==> config.mk <==
export PLATFORM = sky130hd
export DESIGN_NAME = id_ex_stage
export DESIGN_NICKNAME = d
export VERILOG_FILES = /design/src/rtl/id_ex_stage_pkg.sv /design/src/rtl/id_ex_stage_load_use_detect.sv /design/src/rtl/id_ex_stage.sv
export SDC_FILE = /design/constraint.sdc
export NUM_CORES = 1
export LEC_CHECK = 0
export ABC_CLOCK_PERIOD_IN_PS = 3100
export BUFFER_PORTS_ARGS = -buffer_cell sky130_fd_sc_hd__buf_2
export CELL_PAD_IN_SITES_DETAIL_PLACEMENT = 1
export CELL_PAD_IN_SITES_GLOBAL_PLACEMENT = 1
export CORE_MARGIN = 2
export CORE_UTILIZATION = 39
export CTS_CLUSTER_DIAMETER = 80
export DETAILED_ROUTE_END_ITERATION = 8
export PLACE_DENSITY = 0.94
export SYNTH_ARGS = -nofsm -noshare
export SYNTH_HDL_FRONTEND = slang
export SYNTH_SLANG_ARGS = --single-unit
==> constraint.sdc <==
create_clock -name clk -period 3.1 [get_ports clk]
set_input_delay 0.31 -clock clk [delete_from_list [all_inputs] [get_ports clk]]
set_output_delay 0.31 -clock clk [all_outputs]
set_load 0.02 [all_outputs]
==> src/rtl/id_ex_stage_pkg.sv <==
// Shared core definitions for the ID/EX boundary: control bundle, ALU op codes and
// forwarding selects.
package id_ex_stage_pkg;

  typedef enum logic [1:0] {
    FWD_NONE = 2'd0,
    FWD_MEM  = 2'd1,
    FWD_WB   = 2'd2
  } ForwardSel;

  typedef enum logic [2:0] {
    ALU_NOP  = 3'd0,
    ALU_ADD  = 3'd1,
    ALU_SUB  = 3'd2,
    ALU_AND  = 3'd3,
    ALU_OR   = 3'd4,
    ALU_XOR  = 3'd5,
    ALU_SLT  = 3'd6,
    ALU_PASS = 3'd7
  } alu_op_e;

  typedef struct packed {
    logic    RegWrite;
    logic    MemRead;
    logic    MemWrite;
    logic    Branch;
    alu_op_e ALUOp;
  } ctrl_t;

  localparam ctrl_t CTRL_BUBBLE = '{
    RegWrite: 1'b0,
    MemRead:  1'b0,
    MemWrite: 1'b0,
    Branch:   1'b0,
    ALUOp:    ALU_NOP
  };

endpackage

==> src/rtl/id_ex_stage_load_use_detect.sv <==
// Combinational load-use hazard compare between the load in EX and the instruction in ID.
module load_use_detect #(
  parameter int unsigned REG_W = 3
) (
  input  logic             ex_valid_i,
  input  logic             ex_mem_read_i,
  input  logic [REG_W-1:0] ex_rd_i,
  input  logic             id_valid_i,
  input  logic             id_uses_rs_i,
  input  logic [REG_W-1:0] id_rs_i,
  input  logic             id_uses_rd_i,
  input  logic [REG_W-1:0] id_rd_i,
  output logic             hazard_o
);

  logic src_match;

  // Register 0 is hardwired, so a load targeting it can never feed a consumer.
  assign src_match = (id_uses_rs_i && (id_rs_i == ex_rd_i)) ||
                     (id_uses_rd_i && (id_rd_i == ex_rd_i));
  assign hazard_o  = ex_valid_i && ex_mem_read_i && (ex_rd_i != '0) && id_valid_i && src_match;

endmodule

==> src/rtl/id_ex_stage.sv <==
// ID/EX pipeline register with load-use bubble insertion, flush, memory-stall freeze
// and a saturating bubble counter.
module id_ex_stage
  import id_ex_stage_pkg::*;
#(
  parameter int unsigned DATA_W = 8,
  parameter int unsigned REG_W  = 3,
  parameter int unsigned CNT_W  = 16
) (
  input  logic              clk,
  input  logic              rst_n,
  input  logic              ID_Valid,
  input  logic [REG_W-1:0]  ID_Rs,
  input  logic [REG_W-1:0]  ID_Rd,
  input  logic              ID_UsesRs,
  input  logic              ID_UsesRd,
  input  logic [DATA_W-1:0] ID_A,
  input  logic [DATA_W-1:0] ID_B,
  input  logic [DATA_W-1:0] ID_Imm,
  input  ctrl_t             ID_Ctrl,
  input  logic              EX_Flush,
  input  logic              MEM_Stall,
  output logic              EX_Valid,
  output logic [REG_W-1:0]  EX_Rs,
  output logic [REG_W-1:0]  EX_Rd,
  output logic [DATA_W-1:0] EX_A,
  output logic [DATA_W-1:0] EX_B,
  output logic [DATA_W-1:0] EX_Imm,
  output ctrl_t             EX_Ctrl,
  output logic              IF_ID_Hold,
  output logic [CNT_W-1:0]  BubbleCount
);

  logic              valid_q, valid_d;
  logic [REG_W-1:0]  rs_q, rs_d, rd_q, rd_d;
  logic [DATA_W-1:0] a_q, a_d, b_q, b_d, imm_q, imm_d;
  ctrl_t             ctrl_q, ctrl_d;
  logic [CNT_W-1:0]  cnt_q, cnt_d;
  logic              load_use;

  load_use_detect #(
    .REG_W (REG_W)
  ) u_load_use_detect (
    .ex_valid_i    (valid_q),
    .ex_mem_read_i (ctrl_q.MemRead),
    .ex_rd_i       (rd_q),
    .id_valid_i    (ID_Valid),
    .id_uses_rs_i  (ID_UsesRs),
    .id_rs_i       (ID_Rs),
    .id_uses_rd_i  (ID_UsesRd),
    .id_rd_i       (ID_Rd),
    .hazard_o      (load_use)
  );

  // A flush clears IF/ID upstream, so only a load-use bubble needs the hold.
  assign IF_ID_Hold = MEM_Stall || (load_use && !EX_Flush);

  always_comb begin
    valid_d = valid_q;
    rs_d    = rs_q;
    rd_d    = rd_q;
    a_d     = a_q;
    b_d     = b_q;
    imm_d   = imm_q;
    ctrl_d  = ctrl_q;
    cnt_d   = cnt_q;
    if (!MEM_Stall) begin
      if (EX_Flush || load_use) begin
        valid_d = 1'b0;
        rs_d    = '0;
        rd_d    = '0;
        a_d     = '0;
        b_d     = '0;
        imm_d   = '0;
        ctrl_d  = CTRL_BUBBLE;
        cnt_d   = (&cnt_q) ? cnt_q : cnt_q + 1'b1;
      end else begin
        valid_d = ID_Valid;
        rs_d    = ID_Rs;
        rd_d    = ID_Rd;
        a_d     = ID_A;
        b_d     = ID_B;
        imm_d   = ID_Imm;
        ctrl_d  = ID_Valid ? ID_Ctrl : CTRL_BUBBLE;
      end
    end
  end

  always_ff @(posedge clk or negedge rst_n) begin
    if (!rst_n) begin
      valid_q <= 1'b0;
      rs_q    <= '0;
      rd_q    <= '0;
      a_q     <= '0;
      b_q     <= '0;
      imm_q   <= '0;
      ctrl_q  <= CTRL_BUBBLE;
      cnt_q   <= '0;
    end else begin
      valid_q <= valid_d;
      rs_q    <= rs_d;
      rd_q    <= rd_d;
      a_q     <= a_d;
      b_q     <= b_d;
      imm_q   <= imm_d;
      ctrl_q  <= ctrl_d;
      cnt_q   <= cnt_d;
    end
  end

  assign EX_Valid    = valid_q;
  assign EX_Rs       = rs_q;
  assign EX_Rd       = rd_q;
  assign EX_A        = a_q;
  assign EX_B        = b_q;
  assign EX_Imm      = imm_q;
  assign EX_Ctrl     = ctrl_q;
  assign BubbleCount = cnt_q;

endmodule

==> metrics.csv <==
stage,metric,value,unit
sta,Tmin final,2.12,ns
sta,WHS,0.0620,ns
clock_network,cts hold-fix bufs,0,
drt,first drt pass iteration count,4,
drt,DRC,0,
job,MaxCap Viol Count,0,
drt,Iteration-0 DRC Markers,38,
floorplan,die height,80.2,µm
placement,HPWL Detailed,4430,µm
critical_path,Worst setup SP type,register,
yosys,post-synthesis sequential area ratio,59.6,%
sta,measured slew at the worst slew-check pin,0.832,ns
sta,Setup-failing EPs final,0,
floorplan,Initial Util,40.7,%
floorplan,I/O Pins,99,
clock_network,setup bufs post-CTS,0,
critical_path,"Max FO, Critical Path",15,
sta,Final Hold Fails,0,
sta,period utilization,68.4,%
power,Static Leak,1.49,nW
power,Peak VDD IR,0.410,mV
sta,unrepaired setup endpoints after global routing,no,
sta,fmax,0.472,GHz
yosys,Synth Warn #,0,
cells_and_area,fraction of layout cells with a size suffix above 1,40.8,%
clock_network,htree depth,2,
clock_network,# resized after CTS,0,
floorplan,Die Width,80.2,µm
floorplan,core area,5570,µm²
clock_network,worst skew pair latency,0.31,ns
clock_network,Num CTS Buffers,5,
global_route,vias in the first global route,1908,
power,pwr dens,541,nW/µm²
critical_path,CP required,3.30,ns
clock_network,Clk Tree Root Cell,clkbuf_8,
critical_path,CP Class,reg -> reg,
drt,DR vias/cell,5.38,
sta,Max Transition Viols Final,0,
drt,vias post-DR,1824,
yosys,Post-Syn Nets,217,
cells_and_area,area grow syn2layout,26.4,%
clock_network,Sink Count,54,
floorplan,die area,6440,µm²
clock_network,Max clock buf depth,2,
clock_network,clock slew at reported path FFs,0.09,ns
cells_and_area,ant diodes,0,
yosys,Post-Syn Area per Cell,13.2,µm²
sta,relative slew slack,44.5,%
placement,Final GP Congestion,0.764,
cells_and_area,Layout Nets,312,
yosys,Mapped Cells,172,
global_route,gr ovfl total,0,
run_status,status,"complete, no violations",
global_route,initial antenna violation count,0,
global_route,largest net degree at the start of global routing,42,
sta,final setup TNS,0,ns
yosys,Mapped Area,2270,µm²
clock_network,TritonCTS clock tree,done,
worst_hold_path,worst hold path type,in -> async,
yosys,register bit count reported by yosys,54,
global_route,first-pass GRT wire length,9540,µm
drt,final WL,6010,µm
placement,# port buffers,98,
critical_path,Worst Path Arrival,2.32,ns
floorplan,FP Rows,27,
drt,routed wire length per instance,17.7,µm
global_route,Total Routing Usage GR,19.3,%
yosys,"Distinct cells, synth",26,
cells_and_area,FILL cells,637,
drt,Antenna Nets Post-Route,0,
sta,Worst Skew,0.0102,ns
critical_path,CP Capture Type,register,
[metal layers]
layer / vias to the layer above / global-route usage [%] / routed length, µm / part of all wire [%]
li1: 830 / - / - / -
met1: 923 / 23.0 / 2460 / 41
met2: 61 / 34.4 / 3110 / 52
met3: 10 / 4.27 / 334 / 5.6
met4: 0 / 6.61 / 104 / 1.7
met5: - / 0 / 0 / 0
[cell type report]
cell class	count	area, µm²	area share [%]
sequential	54	1350	47.2
inverter	2	7.51	0.262
timing repair buffer	100	505	17.6
multi-input combinational	104	835	29.1
clock buffer	7	76.3	2.66
tap	72	90.1	3.14
[stage by stage]
stage / std cells / total power (W) / worst slack [ns] / utilization [%] / cell area [µm²]
floorplan: 172 / 0.00104 / 1.29 / - / 2270
global placement: 332 / 0.00118 / 1.10 / 50.0 / 2790
detailed placement: 332 / 0.00120 / 1.00 / 50.0 / 2790
CTS: 339 / 0.00157 / 0.971 / 51.4 / 2870
global route: 339 / 0.00163 / 0.812 / 51.4 / 2870
finish: 339 / 0.00155 / 0.981 / 51.4 / 2870
[path summary, 6_finish.rpt]
kind	from	cells after the start	slack, ns	end
worst min register to register	EX_Ctrl[6]$_DFFE_PN0N_	1	0.49	EX_Ctrl[6]$_DFFE_PN0N_
max in group asynchronous	rst_n	2	2.27	BubbleCount[15]$_DFFE_PN0P_
worst max-delay path	BubbleCount[0]$_DFFE_PN0P_	6	0.98	BubbleCount[1]$_DFFE_PN0P_
worst min-delay path	rst_n	1	0.06	EX_Ctrl[1]$_DFFE_PN0N_
worst max register to register	BubbleCount[0]$_DFFE_PN0P_	6	0.98	BubbleCount[1]$_DFFE_PN0P_
min in group clk	ID_A[1]	2	0.23	EX_A[1]$_DFFE_PN0N_
[synth_stat cells]
| master | number | area (µm²) |
|---|---|---|
| a21oi_1 | 1 | 5.00 |
| nor3_2 | 1 | 10.0 |
| and4_1 | 3 | 26.3 |
| nand3b_1 | 1 | 7.51 |
| nand4b_1 | 1 | 8.76 |
| or3_1 | 1 | 6.26 |
| ha_1 | 1 | 12.5 |
| nor2b_1 | 1 | 6.26 |
| a21o_1 | 1 | 7.51 |
| and3_1 | 6 | 37.5 |
| dfrtp_1 | 54 | 1350 |
| nand2_1 | 5 | 18.8 |
| nor3b_4 | 1 | 18.8 |
| nor2_1 | 2 | 7.51 |
| nand4_1 | 10 | 62.6 |
| nand3_1 | 8 | 40.0 |
| buf_4 | 2 | 15.0 |
| xnor2_1 | 21 | 184 |
| clkbuf_1 | 4 | 15.0 |
| a22o_1 | 31 | 272 |
| a32o_1 | 7 | 70.1 |
| mux2_2 | 1 | 11.3 |
| a41oi_2 | 1 | 16.3 |
| buf_6 | 3 | 33.8 |
| buf_2 | 3 | 15.0 |
| inv_1 | 2 | 7.51 |
[flip-flops by register name, indices dropped and copies added (netlist names)]
name         flops
BubbleCount     16
EX_A             8
EX_B             8
EX_Imm           8
EX_Ctrl          7
EX_Rd            3
EX_Rs            3
EX_Valid         1
[cell families (layout without fill, tap and decap cells)]
kind of cell | Yosys count | count (layout) | synth area share [%]
buffers and inverters | 14 | 109 | 3.81
adders and majority gates | 1 | 1 | 0.552
and+or+nand+nor | 40 | 40 | 11.0
xor gates and xnor gates | 21 | 21 | 8.12
DFF | 54 | 54 | 59.6
muxes | 1 | 1 | 0.497
AOI/OAI and AO/OA | 41 | 41 | 16.3
[placed cells by master (no fill, tap or decap)]
cell type  count
buf_2         98
dfrtp_1       54
a22o_1        31
xnor2_1       21
nand4_1       10
nand3_1        8
a32o_1         7
and3_1         6
nand2_1        5
clkbuf_8       5
and4_1         3
inv_1          2
nor2_1         2
clkbuf_1       2
buf_4          2
or3_1          1
a21oi_1        1
a21o_1         1
a41oi_2        1
nor3b_4        1
nand3b_1       1
mux2_2         1
nor3_4         1
nor2b_1        1
nand4b_1       1
ha_1           1
[critical path, cell delays in order (launching register included)]
cell and delay [ns]:
dfrtp_1 0.43, ha_1 0.25, and4_1 0.25, nand4_1 0.08, nor3b_4 0.51, nand2_1 0.19, mux2_2 0.31
[where the power goes]
part	switching (W)	internal (W)	total, W
logic	0.000208	0.000139	0.000346
clock network	0.000213	0.000156	0.000370
registers	0.0000620	0.000772	0.000834
Note: power is estimated with default switching activity, not from simulation.
